## src/rtl/mem_resp_pkg.sv

```systemverilog
// Shared types and constants for the mem_responder slice.
// State encoding, word offset, wait-counter sizing.
package mem_resp_pkg;

  typedef enum logic [1:0] {
    IDLE,
    WAIT,
    RESP
  } state_t;

  localparam int WORD_OFFSET_BITS = 2;

  // Counter holds WAIT_CYCLES-1 at most; keep at least one bit.
  function automatic int cnt_width(input int wc);
    return (wc <= 2) ? 1 : $clog2(wc);
  endfunction

endpackage

```

## src/rtl/resp_mem_array.sv

```systemverilog
// DEPTH x DATA_W word storage: synchronous write, asynchronous read.
// Ports: clk, we, addr (shared read/write index), wdata, rdata.
module resp_mem_array #(
  parameter int DATA_W = 32,
  parameter int DEPTH  = 64,
  parameter int IDX_W  = 6
) (
  input  logic              clk,
  input  logic              we,
  input  logic [IDX_W-1:0]  addr,
  input  logic [DATA_W-1:0] wdata,
  output logic [DATA_W-1:0] rdata
);

  logic [DATA_W-1:0] mem [DEPTH];

  always_ff @(posedge clk) begin
    if (we) begin
      mem[addr] <= wdata;
    end
  end

  assign rdata = mem[addr];

endmodule

```

## src/rtl/mem_responder.sv

```systemverilog
// Multi-cycle load/store responder with valid/ready req and resp channels.
// Ports: clk, rst_n (sync, active-low), req_valid/ready/write/addr/wdata,
// resp_valid/ready/rdata/err. Macro MEM_RESP_ERR_EN enables
// misaligned/out-of-range error checking.
module mem_responder
  import mem_resp_pkg::*;
#(
  parameter int DATA_W      = 32,
  parameter int ADDR_W      = 32,
  parameter int DEPTH       = 64,
  parameter int WAIT_CYCLES = 2
) (
  input  logic              clk,
  input  logic              rst_n,
  input  logic              req_valid,
  output logic              req_ready,
  input  logic              req_write,
  input  logic [ADDR_W-1:0] req_addr,
  input  logic [DATA_W-1:0] req_wdata,
  output logic              resp_valid,
  input  logic              resp_ready,
  output logic [DATA_W-1:0] resp_rdata,
  output logic              resp_err
);

  localparam int IDX_W  = (DEPTH > 1) ? $clog2(DEPTH) : 1;
  localparam int WORD_W = ADDR_W - WORD_OFFSET_BITS;
  localparam int CNT_W  = cnt_width(WAIT_CYCLES);
  localparam bit ZERO_WAIT = (WAIT_CYCLES == 0);

  state_t            state;
  logic [CNT_W-1:0]  cnt;
  logic              write_q;
  logic [ADDR_W-1:0] addr_q;
  logic [DATA_W-1:0] wdata_q;

  logic              accept;
  logic              commit;
  logic              acc_write;
  logic [ADDR_W-1:0] acc_addr;
  logic [DATA_W-1:0] acc_wdata;
  logic [WORD_W-1:0] word;
  logic [IDX_W-1:0]  idx;
  logic              err;
  logic              we;
  logic [DATA_W-1:0] rd;

  assign req_ready = (state == IDLE) & rst_n;
  assign accept    = req_valid & req_ready;

  // With zero wait the commit edge is the acceptance edge,
  // so the live request feeds the access directly.
  assign acc_write = (state == IDLE) ? req_write : write_q;
  assign acc_addr  = (state == IDLE) ? req_addr  : addr_q;
  assign acc_wdata = (state == IDLE) ? req_wdata : wdata_q;

  assign word = acc_addr[ADDR_W-1:WORD_OFFSET_BITS];
  assign idx  = word[IDX_W-1:0];

  assign commit = (accept & ZERO_WAIT) |
                  (rst_n & (state == WAIT) & (cnt == '0));

`ifdef MEM_RESP_ERR_EN
  assign err = (acc_addr[WORD_OFFSET_BITS-1:0] != '0) |
               (word >= WORD_W'(DEPTH));
`else
  logic unused_bits;
  assign err = 1'b0;
  assign unused_bits = ^{acc_addr[WORD_OFFSET_BITS-1:0], word};
`endif

  assign we = commit & acc_write & ~err;

  resp_mem_array #(
    .DATA_W (DATA_W),
    .DEPTH  (DEPTH),
    .IDX_W  (IDX_W)
  ) u_array (
    .clk   (clk),
    .we    (we),
    .addr  (idx),
    .wdata (acc_wdata),
    .rdata (rd)
  );

  always_ff @(posedge clk) begin
    if (accept) begin
      write_q <= req_write;
      addr_q  <= req_addr;
      wdata_q <= req_wdata;
    end
  end

  always_ff @(posedge clk) begin
    if (!rst_n) begin
      state      <= IDLE;
      cnt        <= '0;
      resp_valid <= 1'b0;
      resp_rdata <= '0;
      resp_err   <= 1'b0;
    end else begin
      unique case (state)
        IDLE: begin
          if (accept) begin
            state <= ZERO_WAIT ? RESP : WAIT;
            cnt   <= ZERO_WAIT ? '0 : CNT_W'(WAIT_CYCLES - 1);
          end
        end
        WAIT: begin
          if (cnt == '0) begin
            state <= RESP;
          end else begin
            cnt <= cnt - 1'b1;
          end
        end
        RESP: begin
          if (resp_ready) begin
            state      <= IDLE;
            resp_valid <= 1'b0;
          end
        end
        default: state <= IDLE;
      endcase
      if (commit) begin
        resp_valid <= 1'b1;
        resp_rdata <= (acc_write | err) ? '0 : rd;
        resp_err   <= err;
      end
    end
  end

endmodule

```

## config.mk

```make
export PLATFORM = sky130hd
export DESIGN_NAME = mem_responder
export DESIGN_NICKNAME = d
export VERILOG_FILES = /design/src/rtl/mem_resp_pkg.sv /design/src/rtl/resp_mem_array.sv /design/src/rtl/mem_responder.sv
export SDC_FILE = /design/constraint.sdc
export NUM_CORES = 2
export LEC_CHECK = 0
export CORE_MARGIN = 4
export CORE_UTILIZATION = 37
export DETAILED_ROUTE_END_ITERATION = 16
export PLACE_DENSITY = 0.62
export SLEW_MARGIN = 40
export SYNTH_ARGS = -nofsm -noshare
export SYNTH_HDL_FRONTEND = slang
export SYNTH_SLANG_ARGS = --single-unit
```

## constraint.sdc

```tcl
create_clock -name clk -period 6.94 [get_ports clk]
set_input_delay 1.388 -clock clk [delete_from_list [all_inputs] [get_ports clk]]
set_output_delay 1.388 -clock clk [all_outputs]
set_load 0.02 [all_outputs]
```

==> flow_summary.json <==
{
  "die_area_mm2": 0.226,
  "cts_buffer_depth": 3,
  "relSlewSlack_pct": 37.1,
  "synth_seq_cells": 2123,
  "core_area_mm2": 0.217,
  "tns_ns": 0,
  "required_ns": 7.70,
  "start_kind": "input pin",
  "p_total_mw": 28.2,
  "syn_area_mm2": 0.0807,
  "antenna_found_initial": 11,
  "seq_area_frac_synth_pct": 78.6,
  "hold_end": "resp_rdata[23]",
  "drc_errors": 0,
  "io_pins": 104,
  "hp-start": "resp_rdata[23]",
  "synth_cells": 5226,
  "vias": 52700,
  "place.gp.congestion": 0.898,
  "worst_slew_pin_slew_ns": 0.944,
  "cts_tree": "yes",
  "grt-ovfl-total": 0,
  "wl_um": 287000,
  "min_path_type": "flop to flop",
  "dr.pass1.iters": 6,
  "synthFlopType": "edfxtp_1",
  "p_sw_mw": 6.99,
  "vias_per_cell": 6.23,
  "hold_viol": 0,
  "synth_edf_count": 2087,
  "avgSynthCellArea_um2": 15.4,
  "power_density_mw_per_mm2": 302,
  "drv_slew": 0,
  "cts_buffers": 211,
  "async_reset_ff_share_pct": 0,
  "cp_max_fo": 26,
  "fp.dieH_um": 475,
  "p_seq_share_pct": 51.3,
  "combPwrFrac_pct": 9.7,
  "grt_pass1_vias": 49400,
  "path_clk_slew_ns": 0.06,
  "power.leakage_nw": 29.6,
  "grt_pass1_wl_um": 392000,
  "root_buffer": "clkbuf_16",
  "clk_latency_ns": 0.85,
  "syn-num-nets": 5295,
  "start_util_pct": 37.2,
  "finalSetupViolCount": 0,
  "timing.final.crit_share_pct": 68.7,
  "max_freq_mhz": 210,
  "swShare_pct": 24.8,
  "clock_skew_ns": 0.0474,
  "first_iter_violations": 9556,
  "post_cts_buffers": 0,
  "drv_cap": 0,
  "final_nets": 5482,
  "rr_worst_depth": 11,
  "numPortBuffers": 76,
  "pwr-share-clk_pct": 38.9,
  "ant_nets": 0,
  "period_needed_ns": 4.77,
  "hold_depth": 2,
  "criticalPathCategory": "input pin to flop",
  "r2r_setup_slack_ns": 2.69,
  "drive_gt1_share_pct": 12.5,
  "post_cts_resize_count": 0,
  "rsz0062_at_grt": "no",
  "grt_util_all_layers_pct": 24.8,
  "grt_max_degree": 129,
  "wl_per_cell_um": 33.9,
  "p_int_mw": 21.2,
  "crit_path_end_kind": "flop",
  "ys_warn_count": 0,
  "num_rows": 171,
  "htreeDepth": 4,
  "worst_ep_arrival_time_ns": 5.53,
  "r2r-end": "resp_rdata[18]",
  "cts_sinks": 2123,
  "ir_drop_uv": 260,
  "die_x_um": 475,
  "reg2reg_from": "state[1]",
  "syn2layout_area_growth_pct": 15.7,
  "status": "finished clean",
  "postCtsHoldBufs": 0,
  "post-dp-hpwl_um": 157000,
  "synth_cell_types": 81
}
final cells by class:
cell class,instances,area (µm²)
repair buffers,323,3370
fillers,19100,124000
clock inverters,95,769
inverters,7,26.3
well taps,2854,3570
flip-flops and latches,2123,63400
multi-input cells,2747,16300
diodes,15,37.5
clock buffers,301,5850
metrics by stage:
| step | std cells | utilization [%] | hold slack, ns | instance area (µm²) | worst slack, ns |
|---|---|---|---|---|---|
| detailed placement | 8052 | 39.9 | 0.469 | 86600 | 1.44 |
| global route | 8450 | 43.0 | 0.497 | 93300 | 2.13 |
| finish | 8465 | 43.0 | 0.476 | 93300 | 2.17 |
| CTS | 8448 | 43.0 | 0.480 | 93200 | 2.32 |
| global placement | 8043 | 39.8 | 0.448 | 86300 | 1.21 |
| floorplan | 5226 | - | 0.457 | 80700 | 2.40 |
worst max path at each step:
stage               slack [ns]   startpoint                   to  depth (start not counted)
detailed placement        1.44  req_addr[4]  u_array.mem[56][12]                          7
finish                    2.17  req_addr[3]       resp_rdata[21]                         10
CTS                       2.32  req_addr[4]  u_array.mem[56][16]                          7
global placement          1.21  req_addr[3]       resp_rdata[21]                         10
floorplan                 2.40  req_addr[4]   u_array.mem[11][0]                          8
global route              2.13  req_addr[3]       resp_rdata[26]                         10
cells by family (layout without fill, tap and decap cells):
| family | count (synthesis) | after routing | synth area share (%) |
|---|---|---|---|
| AOI/OAI and AO/OA | 1169 | 1169 | 10.1 |
| buffers and inverters | 356 | 726 | 2.24 |
| DFF | 2123 | 2123 | 78.6 |
| muxes | 93 | 93 | 1.21 |
| other | 1 | 16 | 0.00465 |
| and+or+nand+nor | 1484 | 1484 | 7.82 |
placed cells by master (no fill, tap or decap), types with 12 or more instances in the layout:
cell type / n
clkbuf_1: 68
nor3_1: 39
diode_2: 15
clkinv_2: 34
buf_4: 188
a22oi_1: 20
a21oi_1: 185
edfxtp_1: 2087
clkinv_1: 37
clkbuf_16: 213
o22ai_1: 366
a2111oi_0: 17
o31ai_1: 14
a22o_1: 18
nor2_1: 107
nand2_2: 26
clkbuf_8: 21
dfxtp_1: 34
o22a_1: 36
a211oi_1: 74
nand3_1: 161
a32oi_1: 116
nand2_1: 894
clkdlybuf4s50_1: 76
nor2_4: 69
mux2i_1: 80
o21ai_0: 32
buf_12: 46
nand4_1: 29
nor4_1: 41
o221ai_1: 20
and3_1: 53
a32o_1: 37
nand2_4: 12
a31oi_1: 129
sequential cells by signal (all words and copies together), names as in the netlist:
name         count
addr_q           6
cnt              1
resp_rdata      32
resp_valid       1
state            2
u_array.mem   2048
wdata_q         32
write_q          1
critical path: stages:
cell             delay (ns)
clkdlybuf4s50_1        0.89
nor2b_1                0.36
a22oi_4                0.71
buf_12                 0.33
buf_4                  0.26
nor2_1                 0.06
nor4_1                 0.47
a21oi_1                0.14
a2111oi_0              0.60
a32o_1                 0.27
routing by layer:
layer | track usage [%] | wire length [µm] | vias to the layer above
met3 | 5.84 | 36400 | 761
met4 | 12.4 | 16500 | 4
met1 | 32.8 | 105000 | 26900
met2 | 38.2 | 129000 | 4060
met5 | 0 | 27 | -
li1 | - | - | 21000
cell usage after synthesis, types with 8 or more instances:
library cell / instances / area [µm²]
o221ai_1: 20 / 175
o31ai_1: 14 / 105
buf_2: 179 / 896
a211oi_1: 74 / 556
and3_1: 54 / 338
o22a_1: 36 / 315
o22ai_1: 366 / 2290
buf_4: 38 / 285
a222oi_1: 11 / 110
a2111oi_0: 20 / 175
clkbuf_1: 86 / 323
a21oi_1: 186 / 931
buf_6: 14 / 158
edfxtp_1: 2087 / 62700
nand4_1: 29 / 181
mux2_2: 8 / 90.1
o21ai_0: 33 / 165
buf_1: 32 / 120
o211ai_1: 11 / 82.6
nor2_1: 178 / 668
a22o_1: 18 / 158
mux2i_1: 81 / 811
o2111ai_1: 10 / 87.6
nor3_1: 41 / 205
a32oi_1: 116 / 1020
nand2_1: 930 / 3490
nand3_1: 161 / 806
dfxtp_1: 36 / 721
a22oi_1: 20 / 150
a31oi_1: 130 / 813
nor4_1: 41 / 257
a32o_1: 37 / 370
power groups by stage:
stage               logic [mW]  clock network [mW]  registers [mW]
floorplan                 1.44                   0            14.8
global placement          2.58                   0            14.7
detailed placement        2.65                   0            14.7
CTS                       2.66                11.0            14.5
global route              2.83                11.6            14.5
finish                    2.74                11.0            14.5
No activity file was read; power rests on OpenSTA's default activity.
